$ cat config.mk
export PLATFORM = sky130hd
export DESIGN_NAME = cordic_vectoring_iter
export DESIGN_NICKNAME = d
export VERILOG_FILES = /design/src/rtl/cordic_vectoring_iter.sv
export SDC_FILE = /design/constraint.sdc
export NUM_CORES = 1
export LEC_CHECK = 0
export CAP_MARGIN = 15
export CELL_PAD_IN_SITES_DETAIL_PLACEMENT = 0
export CELL_PAD_IN_SITES_GLOBAL_PLACEMENT = 1
export CORE_MARGIN = 1.5
export CORE_UTILIZATION = 30
export DETAILED_ROUTE_END_ITERATION = 8
export PLACE_DENSITY = 0.58
export REMOVE_ABC_BUFFERS = 1
export SETUP_SLACK_MARGIN = 0.02
export SYNTH_ARGS = -nofsm -noshare
export SYNTH_HDL_FRONTEND = slang
export SYNTH_SLANG_ARGS = --single-unit
$ cat constraint.sdc
create_clock -name clk_in -period 8.83 [get_ports clk_in]
set_clock_uncertainty 0.15 [all_clocks]
set_input_delay 2.2075 -clock clk_in [delete_from_list [all_inputs] [get_ports clk_in]]
set_output_delay 2.2075 -clock clk_in [all_outputs]
set_load 0.01 [all_outputs]
$ cat src/rtl/cordic_vectoring_iter.sv
// Iterative CORDIC vectoring engine: one micro-rotation per clock, returns
// magnitude and binary angle of a signed (x,y) vector.
// Optional feature macro: CORDIC_GAIN_COMP_EN (adds a one-cycle COMP state that
// scales the magnitude by ~1/K; undefined by default, magnitude then carries gain K).
module cordic_vectoring_iter #(
  parameter int unsigned BIT_WIDTH  = 16,
  parameter int unsigned ITERATIONS = 12
) (
  input  logic                 clk_in,
  input  logic                 rst_in,
  input  logic                 start_in,
  input  logic [BIT_WIDTH-1:0] x_in,
  input  logic [BIT_WIDTH-1:0] y_in,
  output logic                 busy_output,
  output logic                 valid_output,
  output logic [BIT_WIDTH:0]   mag_output,
  output logic [15:0]          angle_output
);

  localparam int unsigned XW    = BIT_WIDTH + 2;
  localparam int unsigned MAG_W = BIT_WIDTH + 1;
  localparam int unsigned ZW    = 16;
  localparam int unsigned CNT_W = 4;
  localparam logic [CNT_W-1:0] LAST_ITER = CNT_W'(ITERATIONS - 1);

  typedef enum logic [1:0] {
    IDLE = 2'd0,
    RUN  = 2'd1,
    COMP = 2'd2
  } state_t;

  state_t state_q, state_d;

  logic signed [XW-1:0] x_q, x_d, y_q, y_d;
  logic signed [XW-1:0] x_ext, y_ext;
  logic signed [XW-1:0] x_sh, y_sh, x_it, y_it;
  logic [ZW-1:0]        z_q, z_d, z_it, atan_c;
  logic [CNT_W-1:0]     cnt_q, cnt_d;
  logic                 busy_d, valid_d;
  logic [MAG_W-1:0]     mag_d;
  logic [ZW-1:0]        angle_d;
  logic                 y_neg;

  // Arctangent table in binary-angle units (pi = 32768).
  function automatic logic [ZW-1:0] atan_lut(input logic [CNT_W-1:0] idx);
    case (idx)
      4'd0:    return 16'd8192;
      4'd1:    return 16'd4836;
      4'd2:    return 16'd2555;
      4'd3:    return 16'd1297;
      4'd4:    return 16'd651;
      4'd5:    return 16'd326;
      4'd6:    return 16'd163;
      4'd7:    return 16'd81;
      4'd8:    return 16'd41;
      4'd9:    return 16'd20;
      4'd10:   return 16'd10;
      4'd11:   return 16'd5;
      4'd12:   return 16'd3;
      4'd13:   return 16'd1;
      default: return 16'd0;
    endcase
  endfunction

  // Sign-extended inputs; two extra bits keep negation of the most negative input exact.
  assign x_ext = {{2{x_in[BIT_WIDTH-1]}}, x_in};
  assign y_ext = {{2{y_in[BIT_WIDTH-1]}}, y_in};

  // One micro-rotation driven toward y=0 by the sign of y.
  assign y_neg  = y_q[XW-1];
  assign x_sh   = x_q >>> cnt_q;
  assign y_sh   = y_q >>> cnt_q;
  assign atan_c = atan_lut(cnt_q);
  assign x_it   = y_neg ? (x_q - y_sh)   : (x_q + y_sh);
  assign y_it   = y_neg ? (y_q + x_sh)   : (y_q - x_sh);
  assign z_it   = y_neg ? (z_q - atan_c) : (z_q + atan_c);

  // Next-state, datapath and output decode.
  always_comb begin
    state_d = state_q;
    x_d     = x_q;
    y_d     = y_q;
    z_d     = z_q;
    cnt_d   = cnt_q;
    busy_d  = busy_output;
    valid_d = 1'b0;
    mag_d   = mag_output;
    angle_d = angle_output;

    case (state_q)
      IDLE: begin
        if (start_in) begin
          // Fold left-half-plane vectors into the right half by +/-90 degrees.
          if (!x_in[BIT_WIDTH-1]) begin
            x_d = x_ext;
            y_d = y_ext;
            z_d = 16'h0000;
          end else if (!y_in[BIT_WIDTH-1]) begin
            x_d = y_ext;
            y_d = -x_ext;
            z_d = 16'h4000;
          end else begin
            x_d = -y_ext;
            y_d = x_ext;
            z_d = 16'hC000;
          end
          cnt_d   = '0;
          busy_d  = 1'b1;
          state_d = RUN;
        end
      end

      RUN: begin
        x_d   = x_it;
        y_d   = y_it;
        z_d   = z_it;
        cnt_d = cnt_q + CNT_W'(1);
        if (cnt_q == LAST_ITER) begin
`ifdef CORDIC_GAIN_COMP_EN
          state_d = COMP;
`else
          state_d = IDLE;
          busy_d  = 1'b0;
          valid_d = 1'b1;
          mag_d   = MAG_W'(x_it);
          angle_d = z_it;
`endif
        end
      end

`ifdef CORDIC_GAIN_COMP_EN
      COMP: begin
        // Shift-add approximation of 1/K (~0.6073).
        state_d = IDLE;
        busy_d  = 1'b0;
        valid_d = 1'b1;
        mag_d   = MAG_W'((x_q >>> 1) + (x_q >>> 3) - (x_q >>> 6)
                         - (x_q >>> 9) - (x_q >>> 13));
        angle_d = z_q;
      end
`endif

      default: begin
        state_d = IDLE;
        busy_d  = 1'b0;
      end
    endcase
  end

  // State, accumulators and registered outputs; reset wins over any request.
  always_ff @(posedge clk_in) begin
    if (rst_in) begin
      state_q      <= IDLE;
      x_q          <= '0;
      y_q          <= '0;
      z_q          <= '0;
      cnt_q        <= '0;
      busy_output  <= 1'b0;
      valid_output <= 1'b0;
      mag_output   <= '0;
      angle_output <= '0;
    end else begin
      state_q      <= state_d;
      x_q          <= x_d;
      y_q          <= y_d;
      z_q          <= z_d;
      cnt_q        <= cnt_d;
      busy_output  <= busy_d;
      valid_output <= valid_d;
      mag_output   <= mag_d;
      angle_output <= angle_d;
    end
  end

endmodule

# --- After elaboration in Yosys (flattened, before gate mapping) ---
# Memory sizes are Yosys's and may differ from the RTL's. A register that Yosys moved wholly into a read port is not among the register bits.
# Index checks and enable logic that the tools add are counted.
op_classes:
  n_addsub: 9
  eq_ne: 4
  n_shift: 2
  n_mux: 26
  bitwise_logic: 1
  reduce_logical: 6
op_table:
  columns: ["operator", "n"]
  rows:
  - ["18-bit two-way mux", 8]
  - ["18-bit one-hot mux with 2 select lines", 2]
  - ["16-bit two-way mux", 4]
  - ["18-bit adder", 2]
  - ["16-bit negator with 18-bit output", 2]
  - ["18-bit by 4-bit >>> shifter with 18-bit output", 2]
  - ["18-bit subtractor", 2]
  - ["16-bit one-hot mux with 2 select lines", 1]
  - ["16-bit adder", 1]
  - ["16-bit subtractor", 1]
  - ["4-bit two-way mux", 3]
  - ["4-bit one-hot mux with 2 select lines", 1]
  - ["2-bit AND reduction", 3]
  - ["4-bit by 1-bit adder with 4-bit output (second input constant)", 1]
  - ["4-bit == test (second input constant)", 1]
  - ["2-bit two-way mux", 2]
  - ["2-bit inequality test (second input constant)", 2]
  - ["2-bit one-hot mux with 2 select lines", 1]
  - ["1-bit two-way mux", 3]
  - ["2-bit by 1-bit == test with 1-bit output (second input constant)", 1]
  - ["2-bit zero test", 1]
  - ["1-bit one-hot mux with 2 select lines", 1]
  - ["2-bit nonzero test", 1]
  - ["2-bit OR reduction", 1]
  - ["1-bit NOT", 1]
word_totals:
  regBits: 93
  rom_bits: 224
  out_inout_bits: 35
  memories: 1
memory_table:
  columns: ["name", "words", "word_bits", "read_ports", "rd_clocked_by_memory_dff", "write_ports", "line", "source"]
  rows:
  - ["(name not given)", 16, 14, 1, 1, 0, "46", "case (idx)"]

# --- Logic depth before layout (Yosys ltp) ---
logic_depth:
  depth_word: 5
  depth_mapped: 21
  depth_no_buf: 18

# --- Worst setup path after synthesis ---
# OpenSTA, ideal clock, no wires.
synth_timing:
  path_type: "register to register"
  start: "register cnt_q[3]"
  end: "register y_q[16]"
  t_arrival_ns: 4.604
  path_slack_ns: 3.959
  stages_incl_launch_ff: 20
  path_buffers: 5
  cell_sequence: "dfxtp_1 buf_2 buf_1 clkbuf_1 clkbuf_1 clkbuf_1 nand2_1 o21a_1 ha_1 inv_1 o21ai_0 fa_1 a21o_1 a21oi_1 o21bai_1 a2111oi_0 nor3_1 o31ai_1 mux2i_1 nor2_1"
synth_between:
  elab_chain_cells: 4
  elab_cells_between_ends: 5
synth_rtl:
  columns: ["item", "line", "source"]
  rows:
  - ["start: declaration", "38", "logic [CNT_W-1:0] cnt_q, cnt_d;"]
  - ["start signal: assignment", "167", "cnt_q <= cnt_d;"]
  - ["18-bit by 4-bit >>> shifter with 18-bit output (*)", "71", "assign x_sh = x_q >>> cnt_q;"]
  - ["18-bit subtractor / 18-bit adder (equally long branches)", "75", "assign y_it = y_neg ? (y_q + x_sh) : (y_q - x_sh);"]
  - ["18-bit two-way mux (*)", "75", null]
  - ["18-bit one-hot mux with 2 select lines (*)", "90", "case (state_q)"]
  - ["end signal: assignment", "165", "y_q <= y_d;"]
  - ["end: declaration", "34", "logic signed [XW-1:0] x_q, x_d, y_q, y_d;"]
# Every way passes the cells marked *; elsewhere a longest branch is shown, timed or not.
# A chain may end at the register's enable or synchronous reset.

# --- Worst setup path in the final report ---
layout_timing:
  start: "register cnt_q[1]"
  end: "register y_q[17]"
# The elaborated chain is that of the path after synthesis.

==> summary.txt <==
outcome: completed
critical path startpoint category: flip-flop
die area: 35600 um^2
required time of the critical path: 8930 ps
Initial Util: 30.7%
DRC violation count after routing: 0
pin count of the biggest net entering global routing: 56
Clock Pin Slew Worst Setup and Hold Paths: 80 ps
Peak supply drop: 0.118 mV
number of enable flip-flop cells after synthesis: 0
Area contributors post-synth: dfxtp_1 20%, ha_1 7.3%, a21oi_1 6.8%, mux4_2 5.7%, nor2_1 5.5%
crit path setup slack, layout: 3200 ps
endpoints failing hold: 0
vias in the first global route: 9618
Most used DFF post-synth: dfxtp_1
fraction of synthesized cell area taken by the top area cell type: 20.3%
sequential fraction of the synthesis area: 20.3%
global route total overflow: 0
CTS hold repair buffers: 0
most frequently used cell type in the post-synthesis netlist: nor2_1
number of distinct library cells after synthesis: 79
headroom to the max-slew limit: 36.2%
# Max-Cap Violations: 0
area added between synthesis and finish: 13.1%
Row Count: 67
post-synthesis cell count: 1336
unrepaired setup endpoints after global routing: false
First DRT Iteration DRCs: 759
time the final worst path needs with I/O delays and setup: 5630 ps
router iterations before antenna repair: 5
clock tree from TritonCTS: done
Routability Congestion: 0.830
total CTS buffers: 9
wire length after detailed routing: 36300 um
top achievable clock speed: 0.177 GHz
number of H-tree levels: 3
synthesized flop and latch total: 105
ratio of final minimum period to clock period: 63.8%
nets: 1447
Final setup viols: 0
core area: 33700 um^2
transition time at the pin with the least slew margin: 951 ps
Setup Buffers After CTS: 0
Async SR Flop Fraction: 0%
capturing element type of the critical path: flip-flop
first-pass GRT wire length: 57400 um
HP Class: reg2reg
standby leakage power: 4.43 nW
clock sink count: 105
die span in x: 189 um
number of nets with antenna violations after routing: 0
post-placement setup slack: 3210 ps
Warnings, synthesis: 0
number of buffers between clock root and the deepest sink: 2
share of layout cells above drive strength 1: 7.98%
Avg WL per Cell: 20.2 um
Fin Setup TNS: 0 ps
number of instances resized during post-cts repair: 0
largest area contributor in the netlist: dfxtp_1
count of pins over their slew limit: 0
initial antenna violation count: 0
Power Dens Cells: 261 nW/um^2
gr usage total: 20.7%
final HPWL from detailed placement: 27300 um
class of the most critical setup path: reg2reg
antenna diode count: 0
number of buffer cells added on primary ports: 69
via total after detailed routing: 9931
data arrival time of the worst path: 5740 ps
top-level port count: 70
most numerous cell types in the synthesized netlist: 152 x nor2_1, 141 x a21oi_1, 113 x nand2_1
clock network latency to the later pin of the worst-skew pair: 370 ps
master cell of the clock root buffer: clkbuf_16
biggest fanout along the worst timing path: 44
ratio of routed vias to standard cells: 5.51
floorplan die height: 189 um
Cell Area, Synth: 10300 um^2
mean cell area of the mapped netlist: 7.74 um^2
[per-layer routing]
| layer | wire length (um) | share of wire, % | GRT usage, % |
|---|---|---|---|
| met1 | 18100 | 50 | 30.0 |
| met2 | 15900 | 44 | 31.9 |
| met3 | 1810 | 5.0 | 3.17 |
| met4 | 534 | 1.5 | 4.76 |
| met5 | 0 | 0 | 0 |
[stage by stage]
step / utilization (%) / cell area, um^2 / hold slack (ps) / total power, mW / std cells
floorplan: - / 9940 / 310 / 2.01 / 1247
global placement: 33.7 / 11300 / 296 / 2.58 / 1783
global route: 34.7 / 11700 / 322 / 3.31 / 1801
detailed placement: 33.7 / 11400 / 297 / 2.57 / 1785
CTS: 34.7 / 11700 / 308 / 3.06 / 1800
finish: 34.7 / 11700 / 305 / 3.05 / 1801
[layout make-up]
cell class,count,area [um^2]
timing repair buffer,91,846
multi-input combinational,1096,7670
fill,3605,22000
clock inverter,4,101
clock buffer,11,233
sequential,105,2110
inverter,46,173
tap,448,561
[sequential cells by signal, indices dropped and copies added (netlist names)]
signal,count
valid_output,1
atan_c,14
x_q,18
busy_output,1
y_q,18
mag_output,17
cnt_q,4
angle_output,16
z_q,16
[placed cells by master (no fill, tap or decap), types with 22 or more instances in the layout]
master	synthesis	routed
inv_1	43	43
a21oi_1	141	141
mux2i_1	54	54
mux4_2	26	26
xor2_1	36	36
o21ai_0	58	58
a21o_1	22	22
clkdlybuf4s50_1	0	67
ha_1	60	60
dfxtp_1	105	100
nor2_1	152	152
nor3_1	34	33
xnor2_1	60	60
a211oi_1	52	52
nand3_1	28	28
nand2_1	113	113
[cell families (layout without fill, tap and decap cells)]
group                      after synthesis  in the layout  synth area share [%]
DFF                                    105            105                  20.3
muxes                                   98             98                  13.0
adders and majority gates               63             63                  7.84
buffers and inverters                  135            152                  5.49
xor gates and xnor gates                96             96                  8.13
and+or+nand+nor                        444            444                  20.6
AOI/OAI and AO/OA                      395            395                  24.6
[critical path: stages (launching register included)]
cell and delay [ps]:
dfxtp_2 610, buf_4 580, mux2_2 430, mux2i_1 270, o221ai_1 260, a2111oi_0 370, and3b_1 310, o21ai_1 110
mux2i_1 140, a22o_1 250, ha_1 340, nand4_1 130, or2_2 310, a2111oi_0 430, nor4b_1 150, o31a_1 340
nor2_1 80, o21ai_0 80, nor3b_2 150
[worst paths after layout]
kind,from,endpoint,slack [ps],cells past startpoint
hold reg to reg,angle_output[2],angle_output[2],310,2
setup reg to reg,cnt_q[1],y_q[17],3200,18
hold / removal,angle_output[2],angle_output[2],310,2
setup / recovery,cnt_q[1],y_q[17],3200,18
[power breakdown]
part           switching [mW]  leakage (nW)  internal (mW)
registers               0.141         0.860          0.535
logic                    1.13          3.41          0.777
clock network           0.194         0.162          0.278
total                    1.46          4.43           1.59
(Power assumes the default switching activity.)
